File: src/rtl/mem_commit_if.sv
// Commit-side memory interface: ROB/regfile request inputs, data memory port,
// and completion results back to the ROB.
interface mem_commit_if;
  logic        data_read;
  logic        data_write;
  logic [2:0]  funct3;
  logic [31:0] addr;
  logic [31:0] st_data;
  logic [31:0] data_mem_rdata;
  logic        data_mem_resp;
  logic [31:0] data_mem_address;
  logic [31:0] data_mem_wdata;
  logic [3:0]  data_mem_mbe;
  logic        data_mem_read;
  logic        data_mem_write;
  logic [31:0] ld_data;
  logic        mem_done;
  logic        access_fault;
  logic        busy;

  modport slave (
    input  data_read, data_write, funct3, addr, st_data, data_mem_rdata, data_mem_resp,
    output data_mem_address, data_mem_wdata, data_mem_mbe, data_mem_read, data_mem_write,
           ld_data, mem_done, access_fault, busy
  );

  modport master (
    output data_read, data_write, funct3, addr, st_data, data_mem_rdata, data_mem_resp,
    input  data_mem_address, data_mem_wdata, data_mem_mbe, data_mem_read, data_mem_write,
           ld_data, mem_done, access_fault, busy
  );
endinterface

File: src/rtl/mem_commit_unit.sv
// Executes the committing load/store at the ROB head against data memory:
// IDLE -> REQ (strobe held until resp) -> DONE (one-cycle mem_done pulse).
module mem_commit_unit (
  input  logic         clk,
  input  logic         rst,
  mem_commit_if.slave  bus
);
  typedef enum logic [1:0] {IDLE, REQ, DONE} state_t;

  state_t      state_reg;
  logic [31:0] addr_q;
  logic [2:0]  f3_q;
  logic [31:0] sd_q;
  logic        op_q;        // 1 = store
  logic        rd_reg;
  logic        wr_reg;
  logic        done_reg;
  logic        fault_reg;
  logic        busy_reg;
  logic [3:0]  mbe_reg;
  logic [31:0] ld_data_reg;

  logic        is_fault;
  logic [3:0]  mbe_next;
  logic [31:0] wdata;
  logic [7:0]  ld_byte;
  logic [15:0] ld_half;
  logic [31:0] ld_ext;

  always_comb begin
    is_fault = 1'b0;
    case (bus.funct3)
      3'b011, 3'b110, 3'b111: is_fault = 1'b1;
      3'b001, 3'b101:         is_fault = bus.addr[0];
      3'b010:                 is_fault = (bus.addr[1:0] != 2'b00);
      default:                is_fault = 1'b0;
    endcase
  end

  always_comb begin
    mbe_next = 4'b1111;
    case (bus.funct3[1:0])
      2'b00:   mbe_next = 4'b0001 << bus.addr[1:0];
      2'b01:   mbe_next = 4'b0011 << bus.addr[1:0];
      default: mbe_next = 4'b1111;
    endcase
  end

  // Store data is replicated across lanes; the mbe picks the live bytes.
  always_comb begin
    wdata = sd_q;
    case (f3_q[1:0])
      2'b00:   wdata = {4{sd_q[7:0]}};
      2'b01:   wdata = {2{sd_q[15:0]}};
      default: wdata = sd_q;
    endcase
  end

  assign ld_byte = bus.data_mem_rdata[{addr_q[1:0], 3'b000} +: 8];
  assign ld_half = bus.data_mem_rdata[{addr_q[1], 4'b0000} +: 16];

  always_comb begin
    ld_ext = bus.data_mem_rdata;
    case (f3_q)
      3'b000:  ld_ext = {{24{ld_byte[7]}}, ld_byte};
      3'b001:  ld_ext = {{16{ld_half[15]}}, ld_half};
      3'b100:  ld_ext = {24'd0, ld_byte};
      3'b101:  ld_ext = {16'd0, ld_half};
      default: ld_ext = bus.data_mem_rdata;
    endcase
  end

  always_ff @(posedge clk) begin
    if (rst) begin
      state_reg   <= IDLE;
      addr_q      <= '0;
      f3_q        <= '0;
      sd_q        <= '0;
      op_q        <= 1'b0;
      rd_reg      <= 1'b0;
      wr_reg      <= 1'b0;
      done_reg    <= 1'b0;
      fault_reg   <= 1'b0;
      busy_reg    <= 1'b0;
      mbe_reg     <= '0;
      ld_data_reg <= '0;
    end else begin
      case (state_reg)
        IDLE: begin
          done_reg  <= 1'b0;
          fault_reg <= 1'b0;
          if (bus.data_read || bus.data_write) begin
            addr_q   <= bus.addr;
            f3_q     <= bus.funct3;
            sd_q     <= bus.st_data;
            op_q     <= bus.data_write;
            busy_reg <= 1'b1;
            if (is_fault) begin
              // Illegal access completes without touching memory.
              state_reg <= DONE;
              done_reg  <= 1'b1;
              fault_reg <= 1'b1;
            end else begin
              state_reg <= REQ;
              rd_reg    <= ~bus.data_write;
              wr_reg    <= bus.data_write;
              mbe_reg   <= mbe_next;
            end
          end
        end
        REQ: begin
          if (bus.data_mem_resp) begin
            state_reg <= DONE;
            rd_reg    <= 1'b0;
            wr_reg    <= 1'b0;
            done_reg  <= 1'b1;
            if (!op_q) ld_data_reg <= ld_ext;
          end
        end
        DONE: begin
          state_reg <= IDLE;
          done_reg  <= 1'b0;
          fault_reg <= 1'b0;
          busy_reg  <= 1'b0;
        end
        default: state_reg <= IDLE;
      endcase
    end
  end

  assign bus.data_mem_address = {addr_q[31:2], 2'b00};
  assign bus.data_mem_wdata   = wdata;
  assign bus.data_mem_mbe     = mbe_reg;
  assign bus.data_mem_read    = rd_reg;
  assign bus.data_mem_write   = wr_reg;
  assign bus.ld_data          = ld_data_reg;
  assign bus.mem_done         = done_reg;
  assign bus.access_fault     = fault_reg;
  assign bus.busy             = busy_reg;
endmodule

File: src/flat_wrapper.sv
// flat-port wrapper written by rule: the top's interface ports become plain ports
module mem_commit_unit_flat 
  (clk, rst, bus_data_read, bus_data_write, bus_funct3, bus_addr, bus_st_data, bus_data_mem_rdata, bus_data_mem_resp, bus_data_mem_address, bus_data_mem_wdata, bus_data_mem_mbe, bus_data_mem_read, bus_data_mem_write, bus_ld_data, bus_mem_done, bus_access_fault, bus_busy);
  mem_commit_if bus_i ();
  input  logic clk;
  input  logic rst;
  input wire logic [$bits(bus_i.data_read)-1:0] bus_data_read;
  input wire logic [$bits(bus_i.data_write)-1:0] bus_data_write;
  input wire logic [$bits(bus_i.funct3)-1:0] bus_funct3;
  input wire logic [$bits(bus_i.addr)-1:0] bus_addr;
  input wire logic [$bits(bus_i.st_data)-1:0] bus_st_data;
  input wire logic [$bits(bus_i.data_mem_rdata)-1:0] bus_data_mem_rdata;
  input wire logic [$bits(bus_i.data_mem_resp)-1:0] bus_data_mem_resp;
  output wire logic [$bits(bus_i.data_mem_address)-1:0] bus_data_mem_address;
  output wire logic [$bits(bus_i.data_mem_wdata)-1:0] bus_data_mem_wdata;
  output wire logic [$bits(bus_i.data_mem_mbe)-1:0] bus_data_mem_mbe;
  output wire logic [$bits(bus_i.data_mem_read)-1:0] bus_data_mem_read;
  output wire logic [$bits(bus_i.data_mem_write)-1:0] bus_data_mem_write;
  output wire logic [$bits(bus_i.ld_data)-1:0] bus_ld_data;
  output wire logic [$bits(bus_i.mem_done)-1:0] bus_mem_done;
  output wire logic [$bits(bus_i.access_fault)-1:0] bus_access_fault;
  output wire logic [$bits(bus_i.busy)-1:0] bus_busy;
  assign bus_i.data_read = bus_data_read;
  assign bus_i.data_write = bus_data_write;
  assign bus_i.funct3 = bus_funct3;
  assign bus_i.addr = bus_addr;
  assign bus_i.st_data = bus_st_data;
  assign bus_i.data_mem_rdata = bus_data_mem_rdata;
  assign bus_i.data_mem_resp = bus_data_mem_resp;
  assign bus_data_mem_address = bus_i.data_mem_address;
  assign bus_data_mem_wdata = bus_i.data_mem_wdata;
  assign bus_data_mem_mbe = bus_i.data_mem_mbe;
  assign bus_data_mem_read = bus_i.data_mem_read;
  assign bus_data_mem_write = bus_i.data_mem_write;
  assign bus_ld_data = bus_i.ld_data;
  assign bus_mem_done = bus_i.mem_done;
  assign bus_access_fault = bus_i.access_fault;
  assign bus_busy = bus_i.busy;
  mem_commit_unit u_core (.clk(clk), .rst(rst), .bus(bus_i));
endmodule
File: config.mk
export PLATFORM = sky130hd
export DESIGN_NAME = mem_commit_unit_flat
export DESIGN_NICKNAME = d
export VERILOG_FILES = /design/src/rtl/mem_commit_if.sv /design/src/rtl/mem_commit_unit.sv /design/src/flat_wrapper.sv
export SDC_FILE = /design/constraint.sdc
export NUM_CORES = 1
export LEC_CHECK = 0
export ABC_CLOCK_PERIOD_IN_PS = 2200
export CAP_MARGIN = 20
export CORE_UTILIZATION = 44
export DETAILED_ROUTE_END_ITERATION = 7
export PLACE_DENSITY_LB_ADDON = 0.12
export SLEW_MARGIN = 15
export SYNTH_ARGS = -nofsm -noshare
export SYNTH_HDL_FRONTEND = slang
export SYNTH_SLANG_ARGS = --single-unit
File: constraint.sdc
create_clock -name clk -period 2.2 [get_ports clk]
set_input_delay 0.44 -clock clk [delete_from_list [all_inputs] [get_ports clk]]
set_output_delay 0.44 -clock clk [all_outputs]
set_load 0.02 [all_outputs]
**Word-level counts from Yosys, hierarchy flattened**

Cells that the tools add are included.

- Register bits after elaboration: 111
- Latch bits: 0
- Memory bits (writable): 0
- Memory bits (read-only): 0
- Bits of input ports: 104
- Output and inout port bits: 105
- Word-level logic and storage cells: 75
- Memories: 0

- $add $sub $neg: 0
- Multiply operators: 0
- Divide/modulo/power cells: 0
- Order comparisons: 0
- Eq/ne operators: 16
- Shift operators: 4
- Multiplexer cells: 22
- Bitwise operators: 3
- Reduce and logical (&&, ||, !) cells: 18

Operators with widths:

| cell | number |
|---|---|
| $pmux 32 s4 | 1 |
| $pmux 32 s2 | 1 |
| $shiftx 32x6->16 | 1 |
| $shiftx 32x6->8 | 1 |
| $eq 3x3->1 const B | 5 |
| $mux 1 | 9 |
| $pmux 1 s2 | 4 |
| $pmux 4 s2 | 1 |
| $reduce_and 2->1 | 4 |
| $eq 2x1->1 const B | 3 |
| $eq 3x1->1 const B | 2 |
| $eq 3x2->1 const B | 2 |
| $logic_not 2->1 | 3 |
| $mux 2 | 3 |
| $pmux 1 s3 | 2 |
| $reduce_and 3->1 | 2 |
| $reduce_bool 2->1 | 3 |
| $ne 2x2->1 const B | 2 |
| $pmux 2 s2 | 1 |
| $reduce_and 4->1 | 1 |
| $shl 1x2->4 const A | 1 |
| $shl 2x2->4 const A | 1 |
| $logic_not 3->1 | 1 |
| $not 1->1 | 3 |
| 6 further kinds | 6 |

**Depth between registers and ports, before layout**

- Depth in word-level cells: 6
- Mapped depth: 9

**Worst setup path after synthesis**

No wires, ideal clock.

- Path type: register to output
- From: reg u_core.f3_q[1]
- To: out bus_data_mem_wdata[29]
- Data arrival time: 1381 ps
- Required time: 1760 ps
- Slack: 379 ps
- Cell stages (with the launch flop): 5
- Buffers on the path: 3
- Cells stage by stage: dfxtp_1 > buf_2 > buf_1 > clkbuf_1 > o21ai_0

- Longest elaborated chain between the ends: 2
- Elaborated cells between the ends (all ways): 3
- Those cells by class: 1 x eq/ne; 1 x mux; 1 x reduce/logical

Ends and longest elaborated chain:

| item | RTL line | source |
|---|---|---|
| from (decl) | mem_commit_unit.sv:12 | `logic [2:0] f3_q;` |
| from (signal assigned) | mem_commit_unit.sv:94 | `f3_q <= bus.funct3;` |
| $eq 2x1->1 / $logic_not 2->1 (equally long branches) | mem_commit_unit.sv:52 | `case (f3_q[1:0])` |
| $pmux 32 s2 * | mem_commit_unit.sv:52 |  |
| to (decl) | flat_wrapper.sv:15 | `output wire logic [$bits(bus_i.data_mem_wdata)-1:0] bus_data_mem_wdata;` |

Mark *: on every way between the ends. The rest lies on a longest branch, timed or not.

**Worst setup path in the final report**

- From: reg u_core.f3_q[1]
- To: out bus_data_mem_wdata[8]

The elaborated chain is that of the path after synthesis.

==> key figures <==
Run status
  • Status: complete, no violations

Finish
  • Syn-to-layout area delta: 41.8%
  • Fin nets: 924
  • Antenna Cells: 0
  • Proportion of layout cells with a drive suffix above 1: 0.0976
  • Util after Layout: 0.654
  • Design Area, Final: 0.00762 mm^2
  • Post-Layout Cell Count: 963

STA
  • Max frequency: 474 MHz
  • Measured slew at the worst slew-check pin: 0.516 ns
  • Setup violations, final: 0
  • Post-layout min period: 2.11 ns
  • Final Hold Fails: 0
  • Worst setup margin: 0.0884 ns
  • WHS: 0.455 ns
  • Period utilization: 0.960
  • Relative slew slack: 0.655
  • RSZ-0062 raised after global routing: no
  • Clock skew: 0.00634 ns
  • Max Slew Vio Count: 0
  • TNS Setup: 0 ns

Critical path
  • Setup crit start: u_core.f3_q[1]
  • Critical Path RT: 1.76 ns
  • Setup CP Type: flip-flop to primary output
  • Crit path capture type: primary output
  • FF-to-FF End: u_core.bus.data_mem_write
  • Crit path launch type: flip-flop
  • R2R depth: 6
  • Critical path endpoint: bus_data_mem_wdata[8]
  • Flop2flop setup slack: 0.39 ns
  • Critical path fanouts, max: 6
  • Arrival time at the worst endpoint: 1.67 ns
  • Origin of the critical flop-to-flop path: u_core.state_reg[1]

Power
  • Sw frac: 0.310
  • Clock Power Share: 0.291
  • Sequential fraction of design power: 0.414
  • Logic pwr share: 0.295
  • LEAKAGE: 2.83 nW
  • Net Sw Power: 1.72 mW
  • PD cells: 729 mW/mm^2
  • Max IR drop VDD: 0.000611 V
  • Internal: 3.84 mW
  • Tot Pwr: 5.56 mW

Global route
  • Global-route wire length before repair: 24500 um
  • Vias in the first global route: 4909
  • Total congestion overflow: 0
  • Antenna violations before repair: 0
  • Largest net degree at the start of global routing: 63
  • GRT Total Usage: 0.242

Floorplan
  • # rows: 39
  • Die height: 113 um
  • # IOs: 209
  • Core area: 0.0117 mm^2
  • Die area: 0.0127 mm^2
  • Starting Density: 0.461
  • Die Wd: 113 um

Routing
  • Vias per cell: 5.26
  • DR WL/cell: 15.7 um
  • Via count: 5066
  • First-pass DRT Iterations: 5
  • Routed Antenna Nets: 0
  • DRC viols: 0
  • Iter 0 DRT Violations: 339
  • Final WL: 15100 um

Synth
  • Syn avg cell area: 8.13 um^2
  • Ys Warns: 0
  • Post-synthesis sequential area ratio: 0.414
  • Synth cell types: 46
  • Synth Register Bits: 111
  • Synth Instances: 661
  • Mapped Area: 0.00537 mm^2

CTS
  • CTS tree: yes
  • CTS Buffer Depth: 2
  • Clock transition at path regs: 0.07 ns
  • H-tree levels: 3
  • Worst-Skew Late Latency: 0.35 ns
  • Clock sinks: 111
  • Total CTS buffers: 9
  • Post-CTS Setup Bufs: 0
  • Root Driver: clkbuf_16
  • Hold_buf cts: 0

Placed design
  • DP HPWL: 11000 um
  • Area post-placement: 0.00735 mm^2
  • Input/output buffers: 206
  • Final GP Congestion: 0.870
  • Pre-CTS setup slack: 0.0348 ns
  • Placed Cells: 948

Hold path
  • Hold Path Class: flip-flop to flip-flop

Flow run
  • # Max-Cap Violations: 0
cell usage in the layout (no fill, tap or decap), types with 3 or more instances in the layout:
cell,synthesis,routed
nand2_1,178,178
o21ai_0,11,11
a21oi_1,95,95
buf_12,0,4
o221ai_1,8,8
a211oi_2,10,10
o31ai_1,8,8
mux2_2,16,16
mux2i_4,2,3
o22a_1,7,7
clkdlybuf4s50_1,0,182
mux2i_1,18,17
a311oi_1,8,8
ha_1,4,4
dfxtp_1,111,110
nand3b_1,10,10
nand2b_1,6,6
clkbuf_16,0,9
or3_1,8,8
inv_1,5,5
buf_4,42,23
dlygate4sd2_1,0,21
nor2_1,28,28
a211oi_1,10,10
worst min path at each step:
stage	to	cells past startpoint	startpoint	slack, ns
6_report	u_core.sd_q[21]	2	u_core.sd_q[21]	0.45
5_1_grt	u_core.addr_q[24]	2	u_core.addr_q[24]	0.47
4_1_cts	u_core.sd_q[16]	2	u_core.sd_q[16]	0.46
3_5_place_dp	u_core.sd_q[16]	2	u_core.sd_q[16]	0.45
3_3_place_gp	u_core.sd_q[22]	2	u_core.sd_q[22]	0.44
2_1_floorplan	u_core.sd_q[16]	2	u_core.sd_q[16]	0.43
worst max-delay path, stage by stage, from the launching register on:
cell           delay, ns
dfxtp_2             0.36
nor2_2              0.12
buf_4               0.17
mux2_2              0.34
dlygate4sd2_1       0.33
cells in the mapped netlist (all sizes together):
| cell type | n | area [um^2] |
|---|---|---|
| nand2 | 178 | 668 |
| dfxtp | 111 | 2220 |
| a21oi | 97 | 500 |
| buf | 63 | 430 |
| nor2 | 30 | 118 |
| clkbuf | 26 | 97.6 |
| a211oi | 20 | 200 |
| mux2i | 20 | 225 |
| mux2 | 16 | 180 |
| o21ai | 12 | 60.1 |
| nand3b | 10 | 75.1 |
| a311oi | 8 | 70.1 |
| o221ai | 8 | 70.1 |
| o31ai | 8 | 60.1 |
| or3 | 8 | 50.1 |
| o22a | 7 | 61.3 |
| inv | 6 | 22.5 |
| nand2b | 6 | 37.5 |
| ha | 4 | 50.1 |
| nand3 | 2 | 10.0 |
| nor2b | 2 | 12.5 |
| nor3 | 2 | 10.0 |
| nor3b | 2 | 15.0 |
| o21a | 2 | 15.0 |
| o21bai | 2 | 15.0 |
| or3b | 2 | 17.5 |
| a2bb2oi | 1 | 8.76 |
| and2 | 1 | 6.26 |
| and3b | 1 | 8.76 |
| clkinv | 1 | 3.75 |
| conb | 1 | 3.75 |
| nor4 | 1 | 21.3 |
| o211ai | 1 | 12.5 |
| o22ai | 1 | 6.26 |
| o41ai | 1 | 8.76 |
what timing repair did:
action,in CTS,in global routing
cloned,0,0
endpoints found under the setup margin,23,3
pin swaps,0,0
gates resized for setup,24,3
layer usage:
layer | up-vias | share of wire | track usage
li1 | 2524 | - | -
met1 | 2331 | 0.42 | 0.296
met2 | 195 | 0.48 | 0.406
met3 | 16 | 0.083 | 0.0799
met4 | 0 | 0.016 | 0.0711
met5 | - | 0 | 0
logic make-up after synthesis:
family,count (synthesis),synth area share
and+or+nand+nor,245,0.195
AOI/OAI and AO/OA,168,0.203
DFF,111,0.414
buffers and inverters,96,0.103
muxes,36,0.0754
adders and majority gates,4,0.00931
other,1,0.000698
layout make-up:
class	instances	area, um^2
fillers	1004	4040
well taps	143	179
multi-input cells	455	2630
repair buffers	232	2280
inverters	7	26.3
flip-flops and latches	111	2220
clock buffers	11	233
clock inverters	4	56.3
power by group through the flow:
stage	Sequential [mW]	Combinational [mW]	Clock (mW)
2_1_floorplan	2.37	0.959	0
3_3_place_gp	2.34	1.65	0
3_5_place_dp	2.34	1.67	0
4_1_cts	2.30	1.64	1.67
5_1_grt	2.32	1.77	1.74
6_report	2.30	1.64	1.62
Note: power is estimated with default switching activity, not from simulation.
